==> config.mk <==
export PLATFORM = sky130hd
export DESIGN_NAME = clk_div_lock
export DESIGN_NICKNAME = d
export VERILOG_FILES = /design/src/rtl/clk_div_lock.sv
export SDC_FILE = /design/constraint.sdc
export NUM_CORES = 1
export LEC_CHECK = 0
export ABC_AREA = 0
export CORE_ASPECT_RATIO = 0.8
export CORE_MARGIN = 1
export CORE_UTILIZATION = 40
export CTS_CLUSTER_SIZE = 24
export DETAILED_ROUTE_END_ITERATION = 7
export HOLD_SLACK_MARGIN = 0.12
export SYNTH_ARGS = -nofsm -noshare
export SYNTH_HDL_FRONTEND = slang
export SYNTH_SLANG_ARGS = --single-unit
==> constraint.sdc <==
create_clock -name clk -period 3.5 [get_ports clk]
set_input_delay 1.05 -clock clk [delete_from_list [all_inputs] [get_ports clk]]
set_output_delay 1.05 -clock clk [all_outputs]
set_load 0.02 [all_outputs]
==> src/rtl/clk_div_lock.sv <==
// clk_div_lock: lock-modelling divider that emits NUM_CH phase-aligned 50% clocks with edge ticks
module clk_div_lock #(
    parameter int NUM_CH      = 2,
    parameter int DIV_W       = 8,
    parameter int LOCK_CYCLES = 16,
    parameter int DEFAULT_DIV = 1,
    localparam int CHW        = (NUM_CH > 1) ? $clog2(NUM_CH) : 1
) (
    input  logic              clk,
    input  logic              resetn,
    input  logic              en,
    input  logic [NUM_CH-1:0] ch_en,
    input  logic              cfg_valid,
    output logic              cfg_ready,
    input  logic [CHW-1:0]    cfg_ch,
    input  logic [DIV_W-1:0]  cfg_div,
    output logic [NUM_CH-1:0] clk_out,
    output logic [NUM_CH-1:0] tick,
    output logic              lock
);
    typedef enum logic [1:0] {OFF, LOCKING, LOCKED} state_t;
    localparam int LCW = $clog2(LOCK_CYCLES + 1);
    localparam int CW1 = CHW + 1;
    localparam logic [LCW-1:0] LOCK_LAST = LCW'(LOCK_CYCLES - 1);
    localparam logic [CHW:0] CH_LIMIT = CW1'(NUM_CH);
    state_t state;
    logic [LCW-1:0] lock_cnt;
    logic [DIV_W-1:0] div_q [NUM_CH];
    logic [DIV_W-1:0] cnt [NUM_CH];
    logic [DIV_W-1:0] last [NUM_CH];
    logic xfer, hit;
    assign cfg_ready = state != LOCKING;
    assign xfer = cfg_valid && cfg_ready;
    assign hit = xfer && ({1'b0, cfg_ch} < CH_LIMIT);
    // A divisor of 0 behaves as 1, so the wrap point saturates at 0
    always_comb
        for (int i = 0; i < NUM_CH; i++)
            last[i] = (div_q[i] == '0) ? '0 : div_q[i] - 1'b1;
    always_ff @(posedge clk or negedge resetn)
        if (!resetn) begin
            state    <= OFF;
            lock_cnt <= '0;
            lock     <= 1'b0;
            clk_out  <= '0;
            tick     <= '0;
            for (int i = 0; i < NUM_CH; i++) begin
                cnt[i]   <= '0;
                div_q[i] <= DIV_W'(DEFAULT_DIV);
            end
        end else begin
            if (hit)
                div_q[cfg_ch] <= cfg_div;
            tick <= '0;
            if (!en) begin
                state    <= OFF;
                lock_cnt <= '0;
                lock     <= 1'b0;
                clk_out  <= '0;
                for (int i = 0; i < NUM_CH; i++)
                    cnt[i] <= '0;
            end else begin
                case (state)
                    OFF: begin
                        state    <= LOCKING;
                        lock_cnt <= '0;
                    end
                    LOCKING: begin
                        lock_cnt <= lock_cnt + 1'b1;
                        if (lock_cnt == LOCK_LAST) begin
                            state <= LOCKED;
                            lock  <= 1'b1;
                        end
                    end
                    LOCKED:
                        if (hit) begin
                            // a new divisor restarts every channel so they re-align after relock
                            state    <= LOCKING;
                            lock_cnt <= '0;
                            lock     <= 1'b0;
                            clk_out  <= '0;
                            for (int i = 0; i < NUM_CH; i++)
                                cnt[i] <= '0;
                        end else begin
                            for (int i = 0; i < NUM_CH; i++)
                                if (!ch_en[i]) begin
                                    cnt[i]     <= '0;
                                    clk_out[i] <= 1'b0;
                                end else if (cnt[i] == last[i]) begin
                                    cnt[i]     <= '0;
                                    clk_out[i] <= ~clk_out[i];
                                    tick[i]    <= ~clk_out[i];
                                end else begin
                                    cnt[i] <= cnt[i] + 1'b1;
                                end
                        end
                    default: state <= OFF;
                endcase
            end
        end
endmodule

==> impl_metrics.env, run 1 <==
export IMPL_outcome="complete, no violations"
export IMPL_synth_edf_count=0
export IMPL_synthArstFlopShare=1.00
export IMPL_htree_levels=2
export IMPL_dp_hpwl_um=4660
export IMPL_period_needed_ps=2880
export IMPL_fmax_mhz=347
export IMPL_dieArea_mm2=0.00764
export IMPL_fin_crit_sh=0.824
export IMPL_hold_path_class="flop to flop"
export IMPL_cts_setup_buffers=0
export IMPL_antenna_found_initial=0
export IMPL_ys_seq_area_frac=0.379
export IMPL_drv_cap=0
export IMPL_rows=27
export IMPL_first_global_vias=2255
export IMPL_worst_slew_pin_slew_ps=1030
export IMPL_num_antenna_cells=0
export IMPL_p_leak_uw=0.00134
export IMPL_totalPowerFinal_uw=1350
export IMPL_max_slew_margin=0.312
export IMPL_avgRoutedWirePerCell_um=15.6
export IMPL_synth_area_leaders="dfrtp_1 36%, mux2_2 6.2%, nand2_1 3.6%"
export IMPL_cts_resized=0
export IMPL_dpl_cell_area_mm2=0.00314
export IMPL_numCtsBuffers=5
export IMPL_grt_busiest_layer="met1"
export IMPL_yosys_warnings=0
export IMPL_setup_violations=0
export IMPL_synth_seq_cells=44
export IMPL_clkSinkCount=44
export IMPL_synth_area_mm2=0.00292
export IMPL_grtUsageMet1=0.270
export IMPL_io_buffers=20
export IMPL_yosysTopAreaCellShare=0.361
export IMPL_yosysMostFrequentCell="dfrtp_1"
export IMPL_finalMaxSlewViolations=0
export IMPL_ant_nets=0
export IMPL_grt_max_degree=45
export IMPL_drt_wl_total_um=6430
export IMPL_path_cells="nand2b_1 > clkdlybuf4s50_1"
export IMPL_start_util=0.419
export IMPL_crit_required_ps=2450
export IMPL_cts_tree="yes"
export IMPL_gr_usage_all_layers=0.181
export IMPL_crit_arrival_ps=1830
export IMPL_coreArea_mm2=0.00696
export IMPL_route_detailed_drc=0
export IMPL_cp_start_kind="flop"
export IMPL_clkTransAtPathRegs_ps=100
export IMPL_vias=2418
export IMPL_crit_fanout=12
export IMPL_die_y_um=78.4
export IMPL_crit_type="flop to primary output"
export IMPL_met3_usage=0.0392
export IMPL_syn_inst=308
export IMPL_clock_skew_ps=12.7
export IMPL_ctsHoldBuffers=0
export IMPL_drt_iter0_drc=107
export IMPL_synth_largest_area_cell="dfrtp_1"
export IMPL_peakVddDrop_uv=178
export IMPL_rsz0062_at_grt="false"
export IMPL_dr_pass1_iters=4
export IMPL_syn_area_per_cell_um2=9.47
export IMPL_gr_total_overflow=0
export IMPL_routabilityCongestion=0.773
export IMPL_clkLatencyLatePin_ps=310
export IMPL_fp_dieW_um=97.4
export IMPL_yosys_top_cells_count="42 x dfrtp_1, 28 x nand2_1, 16 x mux2_2, 16 x o21ai_0"
export IMPL_finalSetupTns_ps=0
export IMPL_cp_slowest_stage_delay_ps=650
export IMPL_cts_root_buf="clkbuf_8"
export IMPL_cts_buffer_depth=2
export IMPL_via_per_inst=5.87
export IMPL_grt_pass1_wl_um=11100
export IMPL_hold_violations=0
export IMPL_ios=21
export IMPL_areaGrowthSynthToFinish_pct=12.0
export IMPL_use_met2=0.264
export IMPL_synth_cell_types=71
export IMPL_slowest_stage="clkdlybuf4s50_1"
export IMPL_p_per_area_mw_per_mm2=414
export IMPL_fin_nets=345
export IMPL_cp_end_kind="primary output"
export IMPL_syn_nets=329
export IMPL_drive_gt1_frac=0.154
export IMPL_synth_top_flop_cell="dfrtp_1"
export IMPL_fin_area_mm2=0.00327
## area by class of cell
class | instances | area [um2]
tap | 87 | 109
timing repair buffer | 21 | 203
fill | 668 | 3690
sequential | 44 | 1100
inverter | 11 | 41.3
multi-input combinational | 241 | 1690
clock buffer | 6 | 82.6
clock inverter | 2 | 38.8
## flip-flops by register name, summed over array words and instances, names as in the netlist
signal,cells
div_q,16
state,2
lock_cnt,5
tick,2
cnt,16
lock,1
clk_out,2
## power breakdown
| part | switching, uW | leakage [uW] | internal [uW] | total (uW) |
|---|---|---|---|---|
| sequential | 72.5 | 0.000575 | 548 | 621 |
| combinational | 154 | 0.000704 | 153 | 307 |
| clock | 189 | 0.0000614 | 234 | 423 |
## final timing paths
kind                             end  slack [ps]  startpoint  cells after the start
hold reg to reg              tick[1]         500  clk_out[1]                      1
setup reg to reg             cnt[12]         720    div_q[9]                      9
max in group asynchronous     cnt[2]        1940      resetn                      1
hold / removal               tick[1]         500  clk_out[1]                      1
setup / recovery           cfg_ready         620    state[1]                      2
min in group asynchronous   div_q[2]         920      resetn                      1
## metal layers
| metal | wire length, um | vias to the layer above |
|---|---|---|
| li1 | - | 1184 |
| met1 | 3360 | 1176 |
| met2 | 2720 | 49 |
| met3 | 293 | 9 |
| met4 | 65 | 0 |
| met5 | 0 | - |
## stage by stage
stage,instances,utilization,setup slack (ps),hold WS (ps)
after floorplan,308,-,867,497
after global placement,404,0.452,736,461
after detailed placement,404,0.452,726,481
after CTS,412,0.469,600,496
after global routing,412,0.469,461,533
final,412,0.469,617,498
## cells in the final DEF, fill, tap and decap left out, drive strengths merged, types with 6 or more instances in the layout
cell and count:
nor3 10, o21ai 18, a31oi 7, nor2 15, clkdlybuf4s50 19, dfrtp 42, mux2 16, nand3 10
nor2b 12, xor2 6, clkbuf 6, nand2 28, nand2b 11, a21oi 16, and3 7, inv 11
ha 6
## worst max-delay path: cells and delay by family, from the launching register on
family / cells / cell delay [ps]
buffers and inverters: 1 / 650
flip-flops: 1 / 570
AND/OR/NAND/NOR: 1 / 300
## kinds of logic (layout without fill, tap and decap cells)
family / count (synthesis) / in the layout / share of synthesized area
mux: 17 / 17 / 0.0652
buf+inv: 23 / 40 / 0.0425
compound gates: 80 / 80 / 0.203
flops: 44 / 44 / 0.379
simple gates: 128 / 128 / 0.255
xor+xnor: 10 / 10 / 0.0300
fa+ha+maj: 6 / 6 / 0.0258
Note: power is estimated with default switching activity, not from simulation.
==> run 2, diff against run 1 <==
clock period = 2.8 ns   (was 3.5 ns; I/O delays follow)
==> impl_metrics.env, run 2 (synthesis results as in run 1) <==
export IMPL_worst_slew_pin_slew_ps=525
export IMPL_crit_arrival_ps=1860
export IMPL_numCtsBuffers=5
export IMPL_cts_tree="yes"
export IMPL_r2r_slack_ps=160
export IMPL_cts_root_buf="clkbuf_8"
export IMPL_gr_total_overflow=0
export IMPL_preCtsSetupSlack_ps=82.7
export IMPL_worst_slack_ps=101
export IMPL_final_common_cell="dfrtp_1"
export IMPL_clkSinkCount=44
export IMPL_grtUsageMet1=0.274
export IMPL_ios=21
export IMPL_fin_crit_sh=0.964
export IMPL_antenna_found_initial=0
export IMPL_drv_cap=0
export IMPL_die_y_um=78.4
export IMPL_r2r_end="cnt[4]"
export IMPL_outcome="complete, no violations"
export IMPL_cp_end_kind="primary output"
export IMPL_dieArea_mm2=0.00764
export IMPL_p_per_area_mw_per_mm2=514
export IMPL_fp_dieW_um=97.4
export IMPL_htree_levels=2
export IMPL_clkLatencyLatePin_ps=300
export IMPL_drive_gt1_frac=0.184
export IMPL_met3_usage=0.0356
export IMPL_ant_nets=0
export IMPL_areaGrowthSynthToFinish_pct=15.4
export IMPL_num_antenna_cells=0
export IMPL_crit_fanout=12
export IMPL_rr_startpoint="div_q[0]"
export IMPL_p_leak_uw=0.00139
export IMPL_fmax_mhz=370
export IMPL_grt_pass1_wl_um=11200
export IMPL_hold_violations=0
export IMPL_cts_buffer_depth=2
export IMPL_crit_required_ps=1960
export IMPL_max_slew_margin=0.650
export IMPL_cp_start_kind="flop"
export IMPL_period_needed_ps=2700
export IMPL_final_cell_mix="42 x dfrtp_1, 27 x nand2_1, 19 x clkdlybuf4s50_1, 16 x o21ai_0, 16 x mux2_2"
export IMPL_setup_worst_path_start="state[1]"
export IMPL_gr_usage_all_layers=0.182
export IMPL_coreArea_mm2=0.00696
export IMPL_finalMaxSlewViolations=0
export IMPL_grt_max_degree=25
export IMPL_vias=2422
export IMPL_avgRoutedWirePerCell_um=15.9
export IMPL_clkTransAtPathRegs_ps=90
export IMPL_setup_violations=0
export IMPL_fillers=639
export IMPL_drt_iter0_drc=101
export IMPL_hold_depth=1
export IMPL_grt_busiest_layer="met1"
export IMPL_fin_nets=351
export IMPL_route_detailed_drc=0
export IMPL_drt_wl_total_um=6650
export IMPL_crit_type="flop to primary output"
export IMPL_use_met2=0.264
export IMPL_rows=27
export IMPL_routabilityCongestion=0.811
export IMPL_largest_registers="cnt (16), div_q (16), lock_cnt (5)"
export IMPL_clock_skew_ps=8.37
export IMPL_dp_hpwl_um=4790
export IMPL_hold_path_class="flop to flop"
export IMPL_start_util=0.419
export IMPL_crit_path_end="cfg_ready"
export IMPL_io_buffers=20
export IMPL_rr_worst_depth=9
export IMPL_finish_utilization=0.483
export IMPL_peakVddDrop_uv=219
export IMPL_first_global_vias=2243
export IMPL_dr_pass1_iters=4
export IMPL_via_per_inst=5.79
==> run 2: stage by stage <==
step	total power [uW]	TNS [ps]	cells	cell area [um2]	hold slack [ps]
3_3_place_gp	1170	0	408	3190	456
5_1_grt	1830	-138	418	3360	508
4_1_cts	1710	0	416	3310	473
2_1_floorplan	1070	0	308	2920	497
6_report	1730	0	418	3360	468
3_5_place_dp	1180	0	408	3190	460
==> run 2: layout make-up <==
type                    count  area (um2)  area share
multi-input cells         242        1740       0.516
flip-flops and latches     44        1100       0.328
repair buffers             26         253      0.0751
well taps                  87         109      0.0324
clock buffers               6        82.6      0.0245
inverters                  11        41.3      0.0123
clock inverters             2        38.8      0.0115
==> run 2: worst min path at each step <==
stage	start	slack [ps]	end
finish	clk_out[1]	470	tick[1]
global route	clk_out[1]	510	tick[1]
CTS	clk_out[1]	470	tick[1]
detailed placement	clk_out[1]	460	tick[1]
global placement	clk_out[1]	460	tick[1]
floorplan	cnt[10]	500	cnt[10]
==> run 2: metal layers <==
| layer | up-vias | part of all wire |
|---|---|---|
| li1 | 1185 | - |
| met1 | 1174 | 0.52 |
| met2 | 56 | 0.42 |
| met3 | 7 | 0.043 |
| met4 | 0 | 0.010 |
| met5 | - | 0 |
==> run 2: critical path: stages (launching register included) <==
cell	delay, ps
dfrtp_1	570
nand2b_1	320
clkdlybuf4s50_1	660
==> run 2: where the power goes <==
part           switching, uW  internal, uW
combinational            210           212
sequential              95.3           685
clock                    235           292
==> run 2: repair_timing <==
item                                    4_1_cts  5_1_grt
buffers inserted                              0        1
resized for setup                             0        8
hold endpoints to repair                      0        0
hold buffers                                  0        0
endpoints found under the setup margin        0       18
